==> config.mk <==
export PLATFORM = sky130hd
export DESIGN_NAME = audio_tone_player
export DESIGN_NICKNAME = d
export VERILOG_FILES = /design/src/rtl/audio_tone_player.sv
export SDC_FILE = /design/constraint.sdc
export NUM_CORES = 1
export LEC_CHECK = 0
export ABC_AREA = 0
export BUFFER_PORTS_ARGS = -buffer_cell sky130_fd_sc_hd__buf_2
export CAP_MARGIN = 20
export CORE_MARGIN = 2
export CORE_UTILIZATION = 54
export DETAILED_ROUTE_END_ITERATION = 10
export PLACE_DENSITY = 0.82
export SLEW_MARGIN = 20
export SYNTH_ARGS = -nofsm -noshare
export SYNTH_HDL_FRONTEND = slang
export SYNTH_SLANG_ARGS = --single-unit
==> constraint.sdc <==
create_clock -name clk -period 3.8 [get_ports clk]
set_input_delay 0.38 -clock clk [delete_from_list [all_inputs] [get_ports clk]]
set_output_delay 0.38 -clock clk [all_outputs]
set_load 0.01 [all_outputs]
==> src/rtl/audio_tone_player.sv <==
// Audio peripheral: latches a note byte from the register-file bus and plays it
// as a square wave on the speaker pin for a programmed duration.
module audio_tone_player #(
  parameter int PRESCALE  = 50,
  parameter int DUR_TICKS = 1000
) (
  input  logic       clk,
  input  logic       reset,
  input  logic       audioreg,
  input  logic       audioact,
  input  logic [7:0] data_in,
  output logic       spk,
  output logic       busy,
  output logic       done,
  output logic [7:0] note_q
);

  localparam int PW = (PRESCALE > 1) ? $clog2(PRESCALE) : 1;
  localparam int DW = $clog2(8 * DUR_TICKS + 1);

  typedef enum logic [0:0] {IDLE = 1'b0, PLAY = 1'b1} state_t;

  state_t        state_r;
  logic [PW-1:0] pre_r;
  logic [4:0]    hp_r;
  logic [4:0]    hp_cnt_r;
  logic [2:0]    len_r;
  logic [DW-1:0] dur_cnt_r;

  logic          tick_s;
  logic          hp_hit_s;
  logic          note_end_s;
  logic [DW-1:0] dur_last_s;

  // Tick, half-period match and end-of-note decode from the working registers.
  always_comb begin
    tick_s     = (pre_r == PW'(PRESCALE - 1));
    hp_hit_s   = (hp_cnt_r == (hp_r - 5'd1));
    dur_last_s = DW'((int'(len_r) + 1) * DUR_TICKS - 1);
    note_end_s = tick_s && (dur_cnt_r == dur_last_s);
  end

  // Note register, play FSM, counters and registered outputs.
  always_ff @(posedge clk or negedge reset) begin
    if (!reset) begin
      state_r   <= IDLE;
      note_q    <= 8'h00;
      spk       <= 1'b0;
      busy      <= 1'b0;
      done      <= 1'b0;
      pre_r     <= '0;
      hp_r      <= 5'd0;
      hp_cnt_r  <= 5'd0;
      len_r     <= 3'd0;
      dur_cnt_r <= '0;
    end else begin
      if (audioreg) begin
        note_q <= data_in;
      end
      done <= 1'b0;
      case (state_r)
        IDLE: begin
          spk  <= 1'b0;
          busy <= 1'b0;
          if (audioact) begin
            // Working copy taken from the pre-edge register so a same-cycle load
            // only affects the next note.
            state_r   <= PLAY;
            busy      <= 1'b1;
            hp_r      <= note_q[4:0];
            len_r     <= note_q[7:5];
            pre_r     <= '0;
            hp_cnt_r  <= 5'd0;
            dur_cnt_r <= '0;
          end
        end
        PLAY: begin
          if (tick_s) begin
            pre_r     <= '0;
            dur_cnt_r <= dur_cnt_r + DW'(1);
            if (hp_r == 5'd0) begin
              spk <= 1'b0;
            end else if (hp_hit_s) begin
              spk      <= ~spk;
              hp_cnt_r <= 5'd0;
            end else begin
              hp_cnt_r <= hp_cnt_r + 5'd1;
            end
          end else begin
            pre_r <= pre_r + PW'(1);
          end
          if (note_end_s) begin
            state_r <= IDLE;
            busy    <= 1'b0;
            spk     <= 1'b0;
            done    <= 1'b1;
          end
        end
        default: begin
          state_r <= IDLE;
          busy    <= 1'b0;
          spk     <= 1'b0;
        end
      endcase
    end
  end

endmodule

## Yosys cells after proc, flatten, opt, wreduce, memory -nomap -nowiden

Cells that the tools add are included.

| operators by class | value |
|---|---|
| add/sub/neg operators | 6 |
| multipliers | 1 |
| equal/unequal tests | 9 |
| mux-type cells | 23 |
| bitwise gates (word level) | 2 |
| reduce and logical (&&, ||, !) cells | 6 |

Operator list:

| operator | count |
|---|---|
| two-way mux 13 bit | 2 |
| case mux 13 bit (2 select lines) | 1 |
| two-way mux 5 bit | 4 |
| adder 13 x 1 -> 13 bit (second input constant) | 1 |
| equality test 13 bit | 1 |
| subtractor 13 x 1 -> 13 bit (second input constant) | 1 |
| two-way mux 6 bit | 2 |
| case mux 6 bit (2 select lines) | 1 |
| multiplier 4 x 7 -> 10 bit (second input constant) | 1 |
| case mux 5 bit (2 select lines) | 1 |
| two-way mux 1 bit | 9 |
| adder 6 x 1 -> 6 bit (second input constant) | 1 |
| equality test 6 bit (second input constant) | 1 |
| case mux 1 bit (2 select lines) | 3 |
| AND reduction 2 bit | 3 |
| adder 5 x 1 -> 5 bit (second input constant) | 1 |
| equality test 5 bit | 1 |
| zero test 5 bit | 1 |
| subtractor 5 x 1 -> 5 bit (second input constant) | 1 |
| adder 3 x 1 -> 4 bit (second input constant) | 1 |
| inequality test 2 x 1 -> 1 bit (second input constant) | 2 |
| inequality test 2 bit (second input constant) | 2 |
| inequality test 4 x 1 -> 1 bit (second input constant) | 1 |
| inequality test 3 x 1 -> 1 bit (second input constant) | 1 |
| other kinds (3) | 4 |

| storage, ports and cells | value |
|---|---|
| bits in registers | 44 |
| bits of input ports | 12 |
| output and inout port bits | 11 |
| word-level logic and storage cells | 57 |

## Depth between registers and ports, before layout

| depth | value |
|---|---|
| depth in word-level cells | 7 |
| depth in mapped cells | 16 |
| depth with buffers taken out | 15 |

## Worst setup path after synthesis

OpenSTA, ideal clock, no wires.

| timing | value |
|---|---|
| path kind | reg-to-reg |
| from | reg len_r[0] |
| to | reg state_r |
| library setup time | 0.129 ns |
| arrival | 3.775 ns |
| required time | 3.671 ns |
| path slack | -0.104 ns |
| cell stages (with the launch flop) | 13 |
| buffers on the path | 1 |
| clock period less this slack | 3.904 ns |
| path through | dfrtp_1 buf_4 inv_1 ha_1 ha_1 fa_1 inv_1 fa_1 or3b_4 a311oi_2 a211oi_1 nor4b_2 nor2_1 |

| on the way | value |
|---|---|
| word-level cells in the longest chain between the ends | 7 |

RTL lines:

| item | RTL line | RTL |
|---|---|---|
| start: declaration | 27 | `logic [2:0] len_r;` |
| start signal: assignment | 71 | `len_r <= note_q[7:5];` |
| adder 3 x 1 -> 4 bit | 39 | `dur_last_s = DW'((int'(len_r) + 1) * DUR_TICKS - 1);` |
| multiplier 4 x 7 -> 10 bit | 39 |  |
| subtractor 13 x 1 -> 13 bit | 39 |  |
| equality test 13 bit | 40 | `note_end_s = tick_s && (dur_cnt_r == dur_last_s);` |
| logical AND 1 bit | 40 |  |
| two-way mux 1 bit | 92 | `if (note_end_s) begin` |
| case mux 1 bit (2 select lines) | 61 | `case (state_r)` |
| end signal: assignment | 46 | `state_r <= IDLE;` |
| end signal: assignment | 68 | `state_r <= PLAY;` |
| end signal: assignment | 93 | `state_r <= IDLE;` |
| end: declaration | 23 | `state_t state_r;` |

No other way between the ends.
A chain may end at the register's enable or synchronous reset.

## Worst setup path in the final report

| timing | value |
|---|---|
| from | reg len_r[0] |
| to | reg busy |

| on the way | value |
|---|---|
| word-level cells in the longest chain between the ends | 6 |

RTL lines:

| item | RTL line | RTL |
|---|---|---|
| adder 3 x 1 -> 4 bit | 39 |  |
| multiplier 4 x 7 -> 10 bit | 39 |  |
| subtractor 13 x 1 -> 13 bit | 39 |  |
| equality test 13 bit | 40 |  |
| logical AND 1 bit | 40 |  |
| inequality test 2 x 1 -> 1 bit (no source line) | n/a |  |
| end signal: assignment | 49 | `busy <= 1'b0;` |
| end signal: assignment | 64 | `busy <= 1'b0;` |
| end signal: assignment | 69 | `busy <= 1'b1;` |
| end: declaration | 13 | `output logic busy,` |

No other way between the ends.

==> out/metrics.csv <==
metric,value,unit
overall routing resource usage,20.8,%
Synth Cell Area,2910,um2
First-pass DRT Iterations,4,
yosys warns,0,
multiplexer area fraction after synthesis,5.32,%
main combinational cell family by area after synthesis,simple AND/OR/NAND/NOR gates,
Yosys top cell area share,37.8,%
Post-Place Worst Slack,0.00163,ns
DPL Wire Length,4400,um
ys async rst share,100,%
Post-synth top cells,"dfrtp_1 (44), nand2_1 (29), nor2_1 (27), o21ai_0 (23), ha_1 (20)",
Post-synth EDFFs,0,
P&R area growth vs syn,17.1,%
Synth Area in XOR/XNOR,11.4,%
Antenna Nets Post-Route,0,
Worst VDD drop,410,uV
critical path depth in cells,11,
Setup crit start,len_r[0]$_DFFE_PN0P_,
H-Tree Depth,2,
count of cell types in the netlist,44,
FF-to-FF path depth,11,
crit-path max FO,4,
row count,26,
final WL,6170,um
CP Capture Type,register,
Post-Synth Adder-Cell Area,12.0,%
WS Path Type,reg2reg,
# setup viols final,0,
Clock Latency Late Sink,0.31,ns
cell family with most CP delay,adder cells,
vias after detailed routing,2278,
ANT cells,0,
worst flop-to-flop path startpoint,len_r[0]$_DFFE_PN0P_,
number of hold buffers added after cts,0,
number of global-route vias before repair,2208,
period utilization,97.3,%
Nets,373,
largest net degree at the start of global routing,45,
RR Endpoint,busy$_DFFE_PN0P_,
Seq cells post-synth,44,
slew of the pin with the lowest slew margin,0.544,ns
min Tclk post-route,3.70,ns
CTS buffer count,5,
aggregate global routing overflow,0,
compound-cell area share of the yosys netlist,10.6,%
post-synthesis simple-gate area fraction,18.6,%
Critical Path Max Stage Delay,0.60,ns
critical path data required time,4.02,ns
CTS tree,done,
setup TNS,0,ns
critical path arrival,3.92,ns
Leakage Power,1.53,nW
clk_skew,0.0129,ns
R2R Setup Slk,0.10,ns
Placeable Area,5170,um2
max-slew violations,0,
PwrDens,632,nW/um2
DRC viols,0,
vias per cell,5.60,
die width,77.5,um
CP cell instances,clkinvlp_4 > ha_4 > ha_1 > fa_1 > inv_1 > fa_2 > or3b_4 > a311oi_4 > o211a_1 > nor3_2 > o21bai_1,
Max Buffers Root-to-Sink,2,
fmax,270,MHz
clk sinks,44,
Die ar.,6000,um2
hold crit path type,in2async,
largest area contributor in the netlist,dfrtp_1,
clk root buf,clkbuf_8,
GP Congestion,0.927,
Worst setup endpoint,busy$_DFFE_PN0P_,
first-pass GRT wire length,10000,um
Synth area leaders,"dfrtp_1 (38%), ha_1 (8.6%), xnor2_1 (5.7%)",
Fin. Hold Viols,0,
layout cell share with drive strength beyond 1,23.1,%
"count leader, synth",dfrtp_1,
register area share after synthesis,37.8,%
status,completed,
initial antenna violation count,0,
max_slew headroom,63.2,%
Mapped Avg Cell Area,9.49,um2
worst path bufs/invs,2,
Worst setup SP type,register,
Die Height,77.5,um
initial drt markers,85,
Max-cap violations,0,
num ports,23,
Most used DFF post-synth,dfrtp_1,
synthesized instance count,307,
CP max-delay cell,fa_2,
Post-Layout Cell Count,407,
placed cells,394,
PortBufs,22,
net count after synthesis,344,
Final Worst Setup Slack,0.101,ns
Initial Util,56.3,%
DR WL/cell,15.2,um
"Reg clk slew, reported paths",0.09,ns
[flip-flops by register name (all words and copies together) (netlist names)]
name	cells
note_q	8
done	1
hp_cnt_r	5
pre_r	6
dur_cnt_r	13
busy	1
len_r	3
spk	1
state_r	1
hp_r	5
[report_power, final]
group	leakage (nW)	switching, mW	internal, mW	total (mW)
clock network	0.0404	0.173	0.130	0.303
registers	0.545	0.115	0.559	0.674
logic	0.943	0.625	0.555	1.18
[through the flow]
stage	util (%)	hold WS [ns]	power (mW)	area [um2]
floorplan	-	0.0844	1.37	2930
global placement	60.3	0.476	1.52	3120
detailed placement	60.3	0.499	1.57	3120
CTS	62.4	0.253	1.90	3230
global route	66.0	0.102	2.31	3410
finish	66.0	0.0617	2.16	3410
[layout make-up]
| class | instances | area (um2) |
|---|---|---|
| clock buffer | 5 | 68.8 |
| clock inverter | 3 | 23.8 |
| fill | 403 | 1760 |
| inverter | 19 | 75.1 |
| multi-input combinational | 233 | 1860 |
| sequential | 44 | 1100 |
| tap | 70 | 87.6 |
| timing repair buffer | 33 | 195 |
[metal layers]
metal	part of all wire [%]	GRT usage, %	up-vias
met1	47	28.7	1122
met4	0.94	6.61	0
met5	0	0	-
met3	3.1	3.95	9
li1	-	-	1110
met2	49	33.3	37
[how the worst min path moves through the flow]
stage,start,end,slack [ns]
final,reset,dur_cnt_r[9]$_DFFE_PN0P_,0.06
after global routing,reset,dur_cnt_r[9]$_DFFE_PN0P_,0.10
after global placement,pre_r[5]$_DFFE_PN0P_,pre_r[5]$_DFFE_PN0P_,0.48
after detailed placement,pre_r[5]$_DFFE_PN0P_,pre_r[5]$_DFFE_PN0P_,0.50
after CTS,reset,pre_r[2]$_DFFE_PN0P_,0.25
after floorplan,reset,busy$_DFFE_PN0P_,0.08
[cells by family (layout without fill, tap and decap cells)]
logic type | after synthesis | after routing
AOI/OAI and AO/OA | 49 | 49
adders and majority gates | 25 | 25
xor gates and xnor gates | 38 | 38
DFF | 44 | 44
and+or+nand+nor | 107 | 107
muxes | 14 | 14
buffers and inverters | 30 | 60
[placed cells by master (no fill, tap or decap), types with 6 or more instances in the layout]
cell / synthesis / final
nand2_1: 29 / 29
nand2b_1: 7 / 7
xor2_1: 19 / 17
nor2_1: 27 / 27
inv_1: 19 / 17
buf_2: 1 / 21
buf_4: 1 / 12
nand4_1: 6 / 6
and3_1: 8 / 7
o21ai_0: 23 / 23
mux2_2: 12 / 12
ha_1: 20 / 15
nand3_1: 12 / 12
xnor2_1: 19 / 16
a21oi_1: 8 / 6
dfrtp_1: 44 / 42
[worst reg2reg max path, delay by kind of cell (launching register included)]
family / cells / cell delay, ns
buffers and inverters: 2 / 0.21
adders and majority gates: 4 / 1.73
AOI/OAI and AO/OA: 3 / 0.75
and+or+nand+nor: 2 / 0.49
DFF: 1 / 0.44
[timing repair]
action | in CTS | in global routing
pin swaps | 0 | 13
endpoints found under the setup margin | 3 | 4
gates resized for setup | 2 | 23
gates cloned | 0 | 0
endpoints found under the hold margin | 0 | 0
setup buffers | 0 | 5
Note: power is estimated with default switching activity, not from simulation.
